### src/rtl/fifo_arb_pkg.sv
// Shared types and default sizing for the FIFO write-port arbiter.
// Imported by the picker and the arbiter top.
package fifo_arb_pkg;

    typedef enum logic {
        ARB_IDLE,
        ARB_BUSY
    } arb_state_t;

    localparam int NUM_REQ_DEF     = 4;
    localparam int DATA_W_DEF      = 8;
    localparam int MAX_PKT_LEN_DEF = 64;
    localparam int CNT_W_DEF       = 16;

endpackage

### src/rtl/rr_priority_picker.sv
// Combinational round-robin picker: first asserted request
// searching upward from last_owner+1, wrapping at NUM_REQ.
module rr_priority_picker
    import fifo_arb_pkg::*;
#(
    parameter int NUM_REQ = NUM_REQ_DEF,
    parameter int IDX_W   = $clog2(NUM_REQ)
) (
    input  logic [NUM_REQ-1:0] req,
    input  logic [IDX_W-1:0]   last_owner,
    output logic               any,
    output logic [IDX_W-1:0]   idx
);

    // Walk from the farthest candidate to the nearest so the
    // nearest asserted request is the final assignment.
    always_comb begin
        any = |req;
        idx = '0;
        for (int k = NUM_REQ; k >= 1; k--) begin
            int               cand;
            logic [IDX_W-1:0] ci;
            cand = (int'(last_owner) + k) % NUM_REQ;
            ci   = IDX_W'(cand);
            if (req[ci]) begin
                idx = ci;
            end
        end
    end

endmodule

### src/rtl/fifo_write_arbiter.sv
// Packet-granular round-robin arbiter in front of the FIFO write port.
// A grant is held from the first byte until req_last or MAX_PKT_LEN.
module fifo_write_arbiter
    import fifo_arb_pkg::*;
#(
    parameter int NUM_REQ     = NUM_REQ_DEF,
    parameter int DATA_W      = DATA_W_DEF,
    parameter int MAX_PKT_LEN = MAX_PKT_LEN_DEF,
    parameter int CNT_W       = CNT_W_DEF
) (
    input  logic                       write_clk,
    input  logic                       write_rst_n,
    input  logic [NUM_REQ-1:0]         req_valid,
    input  logic [NUM_REQ*DATA_W-1:0]  req_data,
    input  logic [NUM_REQ-1:0]         req_last,
    output logic [NUM_REQ-1:0]         req_ready,
    input  logic                       fifo_full,
    output logic                       fifo_wr_en,
    output logic [DATA_W-1:0]          fifo_wr_data,
    output logic [$clog2(NUM_REQ)-1:0] grant_id,
    output logic                       busy,
    output logic [CNT_W-1:0]           pkt_count,
    output logic                       trunc_err
);

    localparam int IDX_W = $clog2(NUM_REQ);
    localparam int BC_W  = $clog2(MAX_PKT_LEN + 1);

    arb_state_t        state;
    logic [IDX_W-1:0]  last_owner;
    logic [BC_W-1:0]   beat_cnt;
    logic              pick_any;
    logic [IDX_W-1:0]  pick_idx;
    logic [DATA_W-1:0] data_arr [NUM_REQ];
    logic              owner_valid;
    logic              owner_last;
    logic              beat;
    logic              at_max;

    rr_priority_picker #(
        .NUM_REQ (NUM_REQ),
        .IDX_W   (IDX_W)
    ) u_picker (
        .req        (req_valid),
        .last_owner (last_owner),
        .any        (pick_any),
        .idx        (pick_idx)
    );

    always_comb begin
        for (int i = 0; i < NUM_REQ; i++) begin
            data_arr[i] = req_data[i*DATA_W +: DATA_W];
        end
    end

    assign busy        = (state == ARB_BUSY);
    assign owner_valid = req_valid[grant_id];
    assign owner_last  = req_last[grant_id];
    assign beat        = busy & owner_valid & ~fifo_full;
    assign at_max      = (beat_cnt == BC_W'(MAX_PKT_LEN - 1));

    // Write path is combinational so a granted byte lands the same cycle.
    assign fifo_wr_en   = beat;
    assign fifo_wr_data = busy ? data_arr[grant_id] : '0;
    assign req_ready    = (busy & ~fifo_full) ?
                          (NUM_REQ'(1) << grant_id) : '0;

    always_ff @(posedge write_clk or negedge write_rst_n) begin
        if (!write_rst_n) begin
            state      <= ARB_IDLE;
            grant_id   <= '0;
            last_owner <= IDX_W'(NUM_REQ - 1);
            beat_cnt   <= '0;
            pkt_count  <= '0;
            trunc_err  <= 1'b0;
        end else begin
            unique case (state)
                ARB_IDLE: begin
                    if (pick_any) begin
                        grant_id <= pick_idx;
                        beat_cnt <= '0;
                        state    <= ARB_BUSY;
                    end
                end
                ARB_BUSY: begin
                    if (beat) begin
                        beat_cnt <= beat_cnt + 1'b1;
                        if (owner_last || at_max) begin
                            pkt_count  <= pkt_count + 1'b1;
                            last_owner <= grant_id;
                            state      <= ARB_IDLE;
                        end
                        // A last byte on the final allowed beat is a clean end.
                        if (at_max && !owner_last) begin
                            trunc_err <= 1'b1;
                        end
                    end
                end
                default: state <= ARB_IDLE;
            endcase
        end
    end

endmodule

### config.mk
export PLATFORM = sky130hd
export DESIGN_NAME = fifo_write_arbiter
export DESIGN_NICKNAME = d
export VERILOG_FILES = /design/src/rtl/fifo_arb_pkg.sv /design/src/rtl/rr_priority_picker.sv /design/src/rtl/fifo_write_arbiter.sv
export SDC_FILE = /design/constraint.sdc
export NUM_CORES = 1
export LEC_CHECK = 0
export BUFFER_PORTS_ARGS = -buffer_cell sky130_fd_sc_hd__buf_2
export CORE_MARGIN = 3
export CORE_UTILIZATION = 52
export CTS_CLUSTER_SIZE = 10
export DETAILED_ROUTE_END_ITERATION = 12
export GPL_TIMING_DRIVEN = 0
export HOLD_SLACK_MARGIN = 0.03
export PLACE_DENSITY = 0.85
export SETUP_SLACK_MARGIN = 0.3
export SYNTH_ARGS = -nofsm -noshare
export SYNTH_HDL_FRONTEND = slang
export SYNTH_SLANG_ARGS = --single-unit
### constraint.sdc
create_clock -name write_clk -period 4.5 [get_ports write_clk]
set_input_delay 0.675 -clock write_clk [delete_from_list [all_inputs] [get_ports write_clk]]
set_output_delay 0.675 -clock write_clk [all_outputs]
set_load 0.01 [all_outputs]
==> flow_metrics.py, run 1 <==
metrics = {
    "routing": {
        "postRouteAntennaNets": 0,
        "drtIter0Drc": 62,
        "wire_per_inst_um": 14.29,
        "via_count": 1613,
        "vias_per_cell": 5.431,
        "routed_wl_um": 4243,
        "dr.pass1.iters": 4,
        "drc": 0,
    },
    "logic_synthesis": {
        "syn-num-nets": 213,
        "synth.area.mux_share": 0.1492,
        "ys.flop_type": "dfrtp_1",
        "yosys.area_share.adder": 0.01350,
        "netlist_instances": 168,
        "synth_area_per_cell_um2": 11.03,
        "async_flop_share": 1.000,
        "yosysWarnings": 0,
        "synthSimpleGateAreaFrac": 0.2302,
        "synth-seq-cells": 29,
        "synth-seq-area-share": 0.3930,
        "synth_edf_count": 0,
        "ys_types": 43,
        "synth_top_family_by_area": "simple AND/OR/NAND/NOR gates",
        "synth.cell_area_mm2": 0.001853,
        "synth_compound_area_frac": 0.09453,
        "synth_xor_area_frac": 0.07090,
    },
    "layout": {
        "multi_input_area_mm2": 0.001035,
        "finalNetCount": 295,
        "nFillCells": 272,
        "seq_area_um2": 728.2,
        "n_antenna_cell": 0,
        "syn2layout_area_growth_pct": 26.54,
        "drive_gt1_frac": 0.4462,
        "final_common_cell": "buf_2",
        "mostFrequentLayoutCells": "buf_2, dfrtp_1, xor2_1",
        "finalNonFillerCells": 297,
    },
    "worst_setup_path": {
        "end_kind": "primary output",
        "crit_chain": "buf_2 > buf_1 > mux4_2 > and2_1 > buf_2",
        "crit_path_frequent_cell": "buf_2",
        "required_ns": 3.83,
        "rrSetupSlack_ns": 2.52,
        "crit_end": "fifo_wr_data[2]",
        "worst_setup_path_start_kind": "flop",
        "worstPathMaxFanout": 10,
        "worst-setup-path-type": "reg2out",
        "crit_slowest_cell": "buf_1",
        "cp_data_arrival_time_ns": 1.96,
        "crit_start": "grant_id[1]$_DFFE_PN0P_",
        "max_stage_delay_ns": 0.41,
        "timing.rr.start": "grant_id[0]$_DFFE_PN0P_",
        "r2r_cells": 5,
        "reg2reg_to": "pkt_count[4]$_DFFE_PN0P_",
    },
    "global_routing": {
        "grt.total_usage": 0.2059,
        "grt_pass1_wl_um": 6893,
        "grt_pass1_vias": 1509,
        "grt.overflow.total": 0,
        "antenna_found_initial": 0,
        "grt_max_degree": 30,
    },
    "floorplan": {
        "dieHeight_um": 65.70,
        "start_util": 0.5467,
        "rows": 21,
        "core_area_mm2": 0.003390,
        "die_x_um": 65.70,
        "top_level_ports": 76,
        "dieArea_mm2": 0.004316,
    },
    "timing": {
        "final_hold_viol_count": 0,
        "grt_setup_unrepaired": "no",
        "holdWs_ns": 0.3468,
        "tns_ns": 0,
        "finalSetupViolations": 0,
        "fin_worst_skew_ns": 0.01719,
        "worstMarginPinSlew_ns": 0.6394,
        "fmax_mhz": 379.1,
        "period_minus_slack_ns": 2.638,
        "slew_violations": 0,
        "maxSlewHeadroom": 0.5737,
        "setup_ws_ns": 1.862,
        "post-route-period-util": 0.5862,
    },
    "power_and_ir_drop": {
        "total_power_mw": 1.142,
        "irDropWorstVdd_uv": 328.1,
        "power_leakage_nw": 1.183,
        "powerDensity_mw_per_mm2": 487.2,
    },
    "cts": {
        "cts_max_path_buffers": 2,
        "tritoncts": "built",
        "hold_buffers": 0,
        "cts_inserted_buffers": 5,
        "clock_sinks": 29,
        "post-cts-setup-buffer-count": 0,
        "clkSlewWorstSetupHoldPaths_ns": 0.10,
        "cts_resized": 0,
        "h-tree-depth": 2,
        "clk_latency_ns": 0.33,
        "cts_root_buffer": "clkbuf_4",
    },
    "placement": {
        "place_ws_ns": 1.944,
        "hpwl_um": 3291,
        "post-place-cells": 289,
        "gp_congestion": 0.8192,
        "io_buffer_count": 75,
    },
    "outcome": {
        "outcome": "complete, no violations",
    },
    "min_path": {
        "hold_class": "in2async",
    },
    "run": {
        "cap_violations": 0,
    },
}
[state kept, by name, summed over array words and instances, names as in the netlist]
| name | flops |
|---|---|
| pkt_count | 16 |
| beat_cnt | 7 |
| grant_id | 2 |
| last_owner | 2 |
| busy | 1 |
| trunc_err | 1 |
[final cells by class]
| type | instances | share of cell area |
|---|---|---|
| multi-input cells | 121 | 0.4413 |
| flip-flops and latches | 29 | 0.3106 |
| repair buffers | 75 | 0.1601 |
| clock buffers | 8 | 0.02508 |
| well taps | 46 | 0.02455 |
| plain buffers | 9 | 0.02401 |
| inverters | 9 | 0.01441 |
[synthesized netlist by cell type, types with 4 or more instances]
cell     count  share of area
and2_1       9          0.030
nand2_1      9          0.018
mux2i_1      4          0.022
a21oi_1      7          0.019
o21ai_0      7          0.019
nand3_1      8          0.022
dfrtp_1     27           0.36
nor3_1       4          0.011
inv_1        9          0.018
mux4_2       9           0.11
or3_1        4          0.014
xor2_1      15          0.071
nor2_1       6          0.012
nor4_2       5          0.034
[cell families (layout without fill, tap and decap cells)]
logic type                 after synthesis  count (layout)
xor gates and xnor gates                15              15
DFF                                     29              29
AOI/OAI and AO/OA                       23              23
and+or+nand+nor                         65              65
buffers and inverters                   18             101
muxes                                   16              16
adders and majority gates                2               2
[worst min-delay path by stage]
stage / slack (ns) / end / cells after the start
after floorplan: 0.38 / beat_cnt[0]$_DFFE_PN0P_ / 0
after global placement: 0.44 / trunc_err$_DFFE_PN0P_ / 2
after detailed placement: 0.45 / trunc_err$_DFFE_PN0P_ / 2
after CTS: 0.37 / beat_cnt[0]$_DFFE_PN0P_ / 1
after global routing: 0.38 / beat_cnt[0]$_DFFE_PN0P_ / 1
final: 0.35 / beat_cnt[0]$_DFFE_PN0P_ / 1
[metal layers]
layer | GRT usage | share of wire | up-vias | routed length (um)
li1 | - | - | 778 | -
met1 | 0.2730 | 0.45 | 797 | 1893
met2 | 0.3317 | 0.51 | 34 | 2152
met3 | 0.04786 | 0.039 | 4 | 167
met4 | 0.06477 | 0.0068 | 0 | 29
met5 | 0 | 0 | - | 0
[where the power goes]
| part | internal (mW) | switching (mW) |
|---|---|---|
| combinational | 0.281 | 0.304 |
| clock | 0.0770 | 0.0893 |
| sequential | 0.323 | 0.0681 |
[per-stage QoR]
| step | area, um2 | util |
|---|---|---|
| after floorplan | 1853 | - |
| after global placement | 2286 | 0.6744 |
| after detailed placement | 2286 | 0.6744 |
| after CTS | 2345 | 0.6918 |
| after global routing | 2345 | 0.6918 |
| final | 2345 | 0.6918 |
[worst max-delay path: cells and delay by family, from the launching register on]
kind	cells	cell delay, ns
flops	1	0.34
simple gates	1	0.17
buf+inv	3	0.76
mux	1	0.37
No activity file was read; power rests on OpenSTA's default activity.
==> inputs of run 2 (changes only) <==
--- a/config.mk
+++ b/config.mk
@@ -5,14 +5,15 @@
 export SDC_FILE = /design/constraint.sdc
 export NUM_CORES = 1
 export LEC_CHECK = 0
+export ABC_AREA = 1
 export BUFFER_PORTS_ARGS = -buffer_cell sky130_fd_sc_hd__buf_2
 export CORE_MARGIN = 3
-export CORE_UTILIZATION = 52
+export CORE_UTILIZATION = 50
 export CTS_CLUSTER_SIZE = 10
 export DETAILED_ROUTE_END_ITERATION = 12
 export GPL_TIMING_DRIVEN = 0
 export HOLD_SLACK_MARGIN = 0.03
-export PLACE_DENSITY = 0.85
+export PLACE_DENSITY = 0.8
 export SETUP_SLACK_MARGIN = 0.3
 export SYNTH_ARGS = -nofsm -noshare
 export SYNTH_HDL_FRONTEND = slang
==> constraint.sdc (replaced) <==
create_clock -name write_clk -period 2.7 [get_ports write_clk]
set_input_delay 0.405 -clock write_clk [delete_from_list [all_inputs] [get_ports write_clk]]
set_output_delay 0.405 -clock write_clk [all_outputs]
set_load 0.01 [all_outputs]
==> run 2 against run 1 <==
Critical path depth increased by 1. Sequential share of layout area decreased by 4.4 points. First-iteration DRC count increased by 21%. Count of clock-buffer cells in the layout decreased by 1. Worst hold slack got worse by 0.21 ns. Critical path type unchanged. Die area increased by 21%. Worst setup slack got worse by 1.2 ns. Register-to-register slack got worse by 1.5 ns. Global-route usage increased by 1.1 points. Sequential power increased by 68%. Synthesized cell count increased by 83%. Sequential cell count unchanged.
==> flow_metrics.py, run 2 <==
metrics = {
    "outcome": {
        "outcome": "complete, no violations",
    },
    "cts": {
        "cts_root_buffer": "clkbuf_8",
        "tritoncts": "built",
        "cts_inserted_buffers": 5,
        "clock_sinks": 29,
        "clk_latency_ns": 0.28,
        "h-tree-depth": 2,
        "cts_resized": 0,
        "hold_buffers": 0,
        "clkSlewWorstSetupHoldPaths_ns": 0.06,
        "post-cts-setup-buffer-count": 0,
        "cts_max_path_buffers": 2,
    },
    "timing": {
        "grt_setup_unrepaired": "no",
        "tns_ns": 0,
        "period_minus_slack_ns": 2.024,
        "maxSlewHeadroom": 0.5828,
        "slew_violations": 0,
        "fmax_mhz": 494.0,
        "final_hold_viol_count": 0,
        "finalSetupViolations": 0,
        "fin_worst_skew_ns": 0.009656,
        "post-route-period-util": 0.7498,
        "worstMarginPinSlew_ns": 0.6258,
        "holdWs_ns": 0.1352,
        "setup_ws_ns": 0.6755,
    },
    "global_routing": {
        "met2_usage": 0.3680,
        "grt_pass1_vias": 2137,
        "grt.busiest_layer": "met2",
        "grt.total_usage": 0.2168,
        "antenna_found_initial": 0,
        "grt.overflow.total": 0,
        "grt_max_degree": 30,
        "grt_pass1_wl_um": 9149,
        "grt.met1_usage": 0.2557,
        "met3_usage": 0.05263,
    },
    "placement": {
        "place_ws_ns": 0.9863,
        "hpwl_um": 4198,
        "io_buffer_count": 75,
        "gp_congestion": 0.9204,
        "post-place-cells": 432,
    },
    "power_and_ir_drop": {
        "p_int_mw": 1.282,
        "clock_power_share": 0.165,
        "total_power_mw": 2.393,
        "p_switching_mw": 1.111,
        "swShare": 0.4644,
        "powerDensity_mw_per_mm2": 876.9,
        "p_comb_frac": 0.560,
        "pwr-share-seq": 0.274,
        "irDropWorstVdd_uv": 439.4,
        "power_leakage_nw": 1.516,
    },
    "logic_synthesis": {
        "yosysTopAreaCellShare": 0.3086,
        "synth-seq-area-share": 0.3326,
        "yosysWarnings": 0,
        "synth_top_cells_by_count": "nand2_1, dfrtp_1, inv_1, nand3_1, nor2_1",
        "synth_most_common_cell": "nand2_1",
        "ys.flop_type": "dfrtp_1",
        "synth-seq-cells": 29,
        "synth_area_per_cell_um2": 7.132,
        "netlist_instances": 307,
        "syn-num-nets": 352,
        "async_flop_share": 1.000,
        "synth.area.top_cells": "dfrtp_1, nand2_1, xor2_1",
        "synth_edf_count": 0,
        "ys_types": 34,
        "synth_top_cell_by_area": "dfrtp_1",
        "synth.cell_area_mm2": 0.002190,
    },
    "worst_setup_path": {
        "required_ns": 2.30,
        "crit_end": "fifo_wr_en",
        "path_delay_family": "buffers and inverters",
        "path_depth": 6,
        "max_stage_delay_ns": 0.38,
        "worstPathMaxFanout": 10,
        "rrSetupSlack_ns": 1.02,
        "worst_setup_path_start_kind": "flop",
        "reg2reg_to": "pkt_count[10]$_DFFE_PN0P_",
        "r2r_cells": 9,
        "crit_slowest_cell": "dfrtp_1",
        "crit_path_frequent_cell": "a21oi_4",
        "cp_data_arrival_time_ns": 1.62,
        "timing.rr.start": "grant_id[1]$_DFFE_PN0P_",
        "worst-setup-path-type": "reg2out",
        "crit_start": "grant_id[1]$_DFFE_PN0P_",
        "end_kind": "primary output",
        "critical_path_buf_inv_count": 3,
        "crit_chain": "buf_6 > inv_4 > nor2_8 > a21oi_4 > a21oi_4 > buf_2",
    },
    "layout": {
        "drive_gt1_frac": 0.2923,
        "mostFrequentLayoutCells": "nand2_1, buf_2, dfrtp_1",
        "n_antenna_cell": 0,
        "largest_reg_flops": 16,
        "largest_register": "pkt_count",
        "syn2layout_area_growth_pct": 24.63,
        "multi_input_area_mm2": 0.001294,
        "seq_area_um2": 728.2,
        "largestRegisters": "pkt_count: 16 flops, beat_cnt: 7 flops",
        "final_common_cell": "nand2_1",
        "nFillCells": 381,
        "finalNonFillerCells": 440,
        "finalNetCount": 434,
    },
    "routing": {
        "routed_wl_um": 5405,
        "via_count": 2249,
        "wire_per_inst_um": 12.28,
        "postRouteAntennaNets": 0,
        "drc": 0,
        "vias_per_cell": 5.111,
        "drtIter0Drc": 75,
        "dr.pass1.iters": 4,
    },
    "floorplan": {
        "dieArea_mm2": 0.005209,
        "start_util": 0.5321,
        "rows": 23,
        "top_level_ports": 76,
        "dieHeight_um": 72.18,
        "die_x_um": 72.18,
        "core_area_mm2": 0.004115,
    },
    "run": {
        "cap_violations": 0,
    },
    "min_path": {
        "hold_class": "in2async",
    },
}
==> run 2: cell types whose count changed in the layout (fill, tap and decap cells not counted), sizes merged, moves of 6 or more <==
cell / change
nor4: -6
nor2: +16
mux4: -9
nand3: +12
nand2: +126
inv: +19
nor3: +7
and2: -9
a22oi: +10
a31oi: +7
==> run 2: worst min path at each step <==
stage	to	slack (ns)
final	beat_cnt[6]$_DFFE_PN0P_	0.14
after global routing	pkt_count[9]$_DFFE_PN0P_	0.18
after CTS	pkt_count[9]$_DFFE_PN0P_	0.15
after detailed placement	beat_cnt[6]$_DFFE_PN0P_	0.46
after global placement	beat_cnt[6]$_DFFE_PN0P_	0.46
after floorplan	beat_cnt[0]$_DFFE_PN0P_	0.11
==> run 2: area by class of cell <==
| type | count | share of cell area |
|---|---|---|
| Timing Repair Buffer | 75 | 0.1376 |
| Inverter | 29 | 0.04172 |
| Clock buffer | 7 | 0.03530 |
| Clock inverter | 1 | 0.001834 |
| Multi-Input combinational cell | 243 | 0.4741 |
| Tap cell | 50 | 0.02293 |
| Buffer | 6 | 0.01972 |
| Sequential cell | 29 | 0.2668 |
==> run 2: per-layer routing <==
metal / routed length (um) / up-vias
li1: - / 1148
met1: 2262 / 1015
met2: 2629 / 74
met3: 408 / 12
met4: 106 / 0
met5: 0 / -
==> run 2: worst register-to-register path, cell delays in order, from the launching register on <==
cell,delay (ns)
dfrtp_1,0.38
buf_6,0.19
inv_4,0.06
nor2_8,0.17
a21oi_4,0.11
a21oi_4,0.25
nand2_4,0.13
buf_6,0.17
nand2_1,0.06
nand2_1,0.05
==> run 2: kinds of logic (layout without fill, tap and decap cells) <==
family | count (synthesis) | count (layout) | synth area share
buf+inv | 35 | 118 | 0.07656
xor+xnor | 17 | 17 | 0.06800
fa+ha+maj | 2 | 2 | 0.01143
flops | 29 | 29 | 0.3326
compound gates | 31 | 31 | 0.1086
simple gates | 193 | 193 | 0.4029
==> run 2: power groups by stage <==
stage | registers [mW] | clock network, mW | logic (mW)
floorplan | 0.659 | 0 | 0.988
global placement | 0.657 | 0 | 1.32
detailed placement | 0.662 | 0 | 1.36
CTS | 0.655 | 0.405 | 1.36
global route | 0.677 | 0.422 | 1.50
finish | 0.657 | 0.395 | 1.34
==> run 2: stage by stage <==
step	util	cell area (um2)
final	0.6631	2729
after detailed placement	0.6385	2628
after CTS	0.6631	2729
after global placement	0.6385	2628
after global routing	0.6631	2729
after floorplan	-	2190
==> inputs of run 3 (changes only) <==
==> constraint.sdc (replaced) <==
create_clock -name write_clk -period 2 [get_ports write_clk]
set_input_delay 0.3 -clock write_clk [delete_from_list [all_inputs] [get_ports write_clk]]
set_output_delay 0.3 -clock write_clk [all_outputs]
set_load 0.01 [all_outputs]
==> run 3 against run 2 <==
Final cell count up 4.1%. Register-to-register slack lost 0.71 ns. Design area rose by 12%. Non-clock buffer count up 15. Clock power grew 36%. Worst setup slack got worse by 0.58 ns. Power up 56%. Critical path type unchanged. Highest routed layer unchanged.
==> flow_metrics.py, run 3 (same netlist as run 2, synthesis figures left out) <==
metrics = {
    "layout": {
        "largest_register": "pkt_count",
        "final_util": 0.7437,
        "largestRegisters": "pkt_count: 16 flops, beat_cnt: 7 flops",
        "drive_gt1_frac": 0.3897,
        "final_common_cell": "nand2_1",
        "largest_reg_flops": 16,
        "nFillCells": 308,
        "n_antenna_cell": 0,
        "mostFrequentLayoutCells": "nand2_1, buf_2, dfrtp_1",
        "finalNetCount": 452,
        "syn2layout_area_growth_pct": 39.77,
        "finalNonFillerCells": 458,
    },
    "routing": {
        "postRouteAntennaNets": 0,
        "vias_per_cell": 5.356,
        "drc": 0,
        "drtIter0Drc": 106,
        "via_count": 2453,
        "wire_per_inst_um": 13.93,
        "routed_wl_um": 6378,
        "dr.pass1.iters": 4,
    },
    "cts": {
        "tritoncts": "built",
        "clkSlewWorstSetupHoldPaths_ns": 0.06,
        "cts_max_path_buffers": 2,
        "clk_latency_ns": 0.29,
        "hold_buffers": 0,
        "cts_root_buffer": "clkbuf_8",
        "h-tree-depth": 2,
        "clock_sinks": 29,
        "cts_inserted_buffers": 5,
    },
    "timing": {
        "tns_ns": 0,
        "fin_worst_skew_ns": 0.01017,
        "post-route-period-util": 0.9543,
        "holdWs_ns": 0.02745,
        "period_minus_slack_ns": 1.909,
        "fmax_mhz": 524.0,
        "final_hold_viol_count": 0,
        "finalSetupViolations": 0,
        "maxSlewHeadroom": 0.5771,
        "slew_violations": 0,
        "worstMarginPinSlew_ns": 0.6344,
        "grt_setup_unrepaired": "yes",
    },
    "power_and_ir_drop": {
        "irDropWorstVdd_uv": 513.0,
        "powerDensity_mw_per_mm2": 1224,
        "power_leakage_nw": 1.666,
        "total_power_mw": 3.745,
    },
    "global_routing": {
        "grt_max_degree": 30,
        "grt_pass1_vias": 2176,
        "grt_pass1_wl_um": 9591,
        "grt.total_usage": 0.2278,
        "antenna_found_initial": 0,
        "grt.overflow.total": 0,
    },
    "floorplan": {
        "die_x_um": 72.18,
        "start_util": 0.5321,
        "core_area_mm2": 0.004115,
        "dieArea_mm2": 0.005209,
        "dieHeight_um": 72.18,
        "rows": 23,
        "top_level_ports": 76,
    },
    "worst_setup_path": {
        "worst-setup-path-type": "reg2out",
        "end_kind": "primary output",
        "max_stage_delay_ns": 0.39,
        "crit_chain": "buf_12 > inv_8 > nor2_4 > nand2_1 > a31oi_1 > buf_2",
        "required_ns": 1.70,
        "cp_data_arrival_time_ns": 1.61,
        "worstPathMaxFanout": 8,
        "crit_slowest_cell": "dfrtp_1",
        "worst_setup_path_start_kind": "flop",
    },
    "placement": {
        "gp_congestion": 0.9204,
        "hpwl_um": 4198,
        "io_buffer_count": 75,
        "post-place-cells": 432,
    },
    "outcome": {
        "outcome": "complete, no violations",
    },
    "min_path": {
        "hold_class": "in2async",
    },
    "run": {
        "cap_violations": 0,
    },
}
[run 3: worst paths after layout]
check,from,to,slack (ns),depth (start not counted)
hold reg to reg,trunc_err$_DFFE_PN0P_,trunc_err$_DFFE_PN0P_,0.50,1
min in group write_clk,req_last[2],trunc_err$_DFFE_PN0P_,0.35,4
hold / removal,write_rst_n,beat_cnt[6]$_DFFE_PN0P_,0.03,1
setup reg to reg,beat_cnt[0]$_DFFE_PN0P_,pkt_count[3]$_DFFE_PN0P_,0.31,10
setup / recovery,grant_id[1]$_DFFE_PN0P_,fifo_wr_data[5],0.09,6
max in group asynchronous,write_rst_n,pkt_count[10]$_DFFE_PN0P_,1.55,1
[run 3: area by class of cell]
type / instances / area (um2) / share of cell area
Timing Repair Buffer: 90 / 528.0 / 0.1725
Buffer: 6 / 80.08 / 0.02617
Clock buffer: 7 / 96.34 / 0.03148
Inverter: 29 / 128.9 / 0.04211
Sequential cell: 29 / 728.2 / 0.2379
Tap cell: 50 / 62.56 / 0.02044
Clock inverter: 1 / 5.005 / 0.001635
Multi-Input combinational cell: 246 / 1431 / 0.4677
[run 3: power by group]
part           internal, mW  switching, mW
clock network         0.310          0.228
registers             0.736          0.162
logic                 0.959           1.35
total                  2.00           1.74
[run 3: timing repair]
| action | in CTS | in global routing |
|---|---|---|
| setup endpoints to repair | 12 | 24 |
| pin swaps | 12 | 18 |
| setup buffers | 5 | 9 |
| hold endpoints to repair | 0 | 0 |
| cloned | 3 | 1 |
| resized for setup | 16 | 30 |
[run 3: metal layers]
layer	vias up	track usage	share of wire
met4	0	0.1002	0.023
met3	17	0.05540	0.067
li1	1192	-	-
met2	88	0.3893	0.50
met5	-	0	0
met1	1156	0.2704	0.41
[run 3: per-stage QoR]
stage | cell area (um2) | worst slack (ns)
2_1_floorplan | 2190 | 0.4343
3_3_place_gp | 2628 | 0.3484
3_5_place_dp | 2628 | 0.3220
4_1_cts | 2853 | 0.2308
5_1_grt | 3060 | 0.01484
6_report | 3060 | 0.09145
[run 3: critical path, delay by kind of cell, from the launching register on]
kind | cells | cell delay (ns)
buffers and inverters | 3 | 0.41
DFF | 1 | 0.39
AOI/OAI and AO/OA | 1 | 0.26
and+or+nand+nor | 2 | 0.25
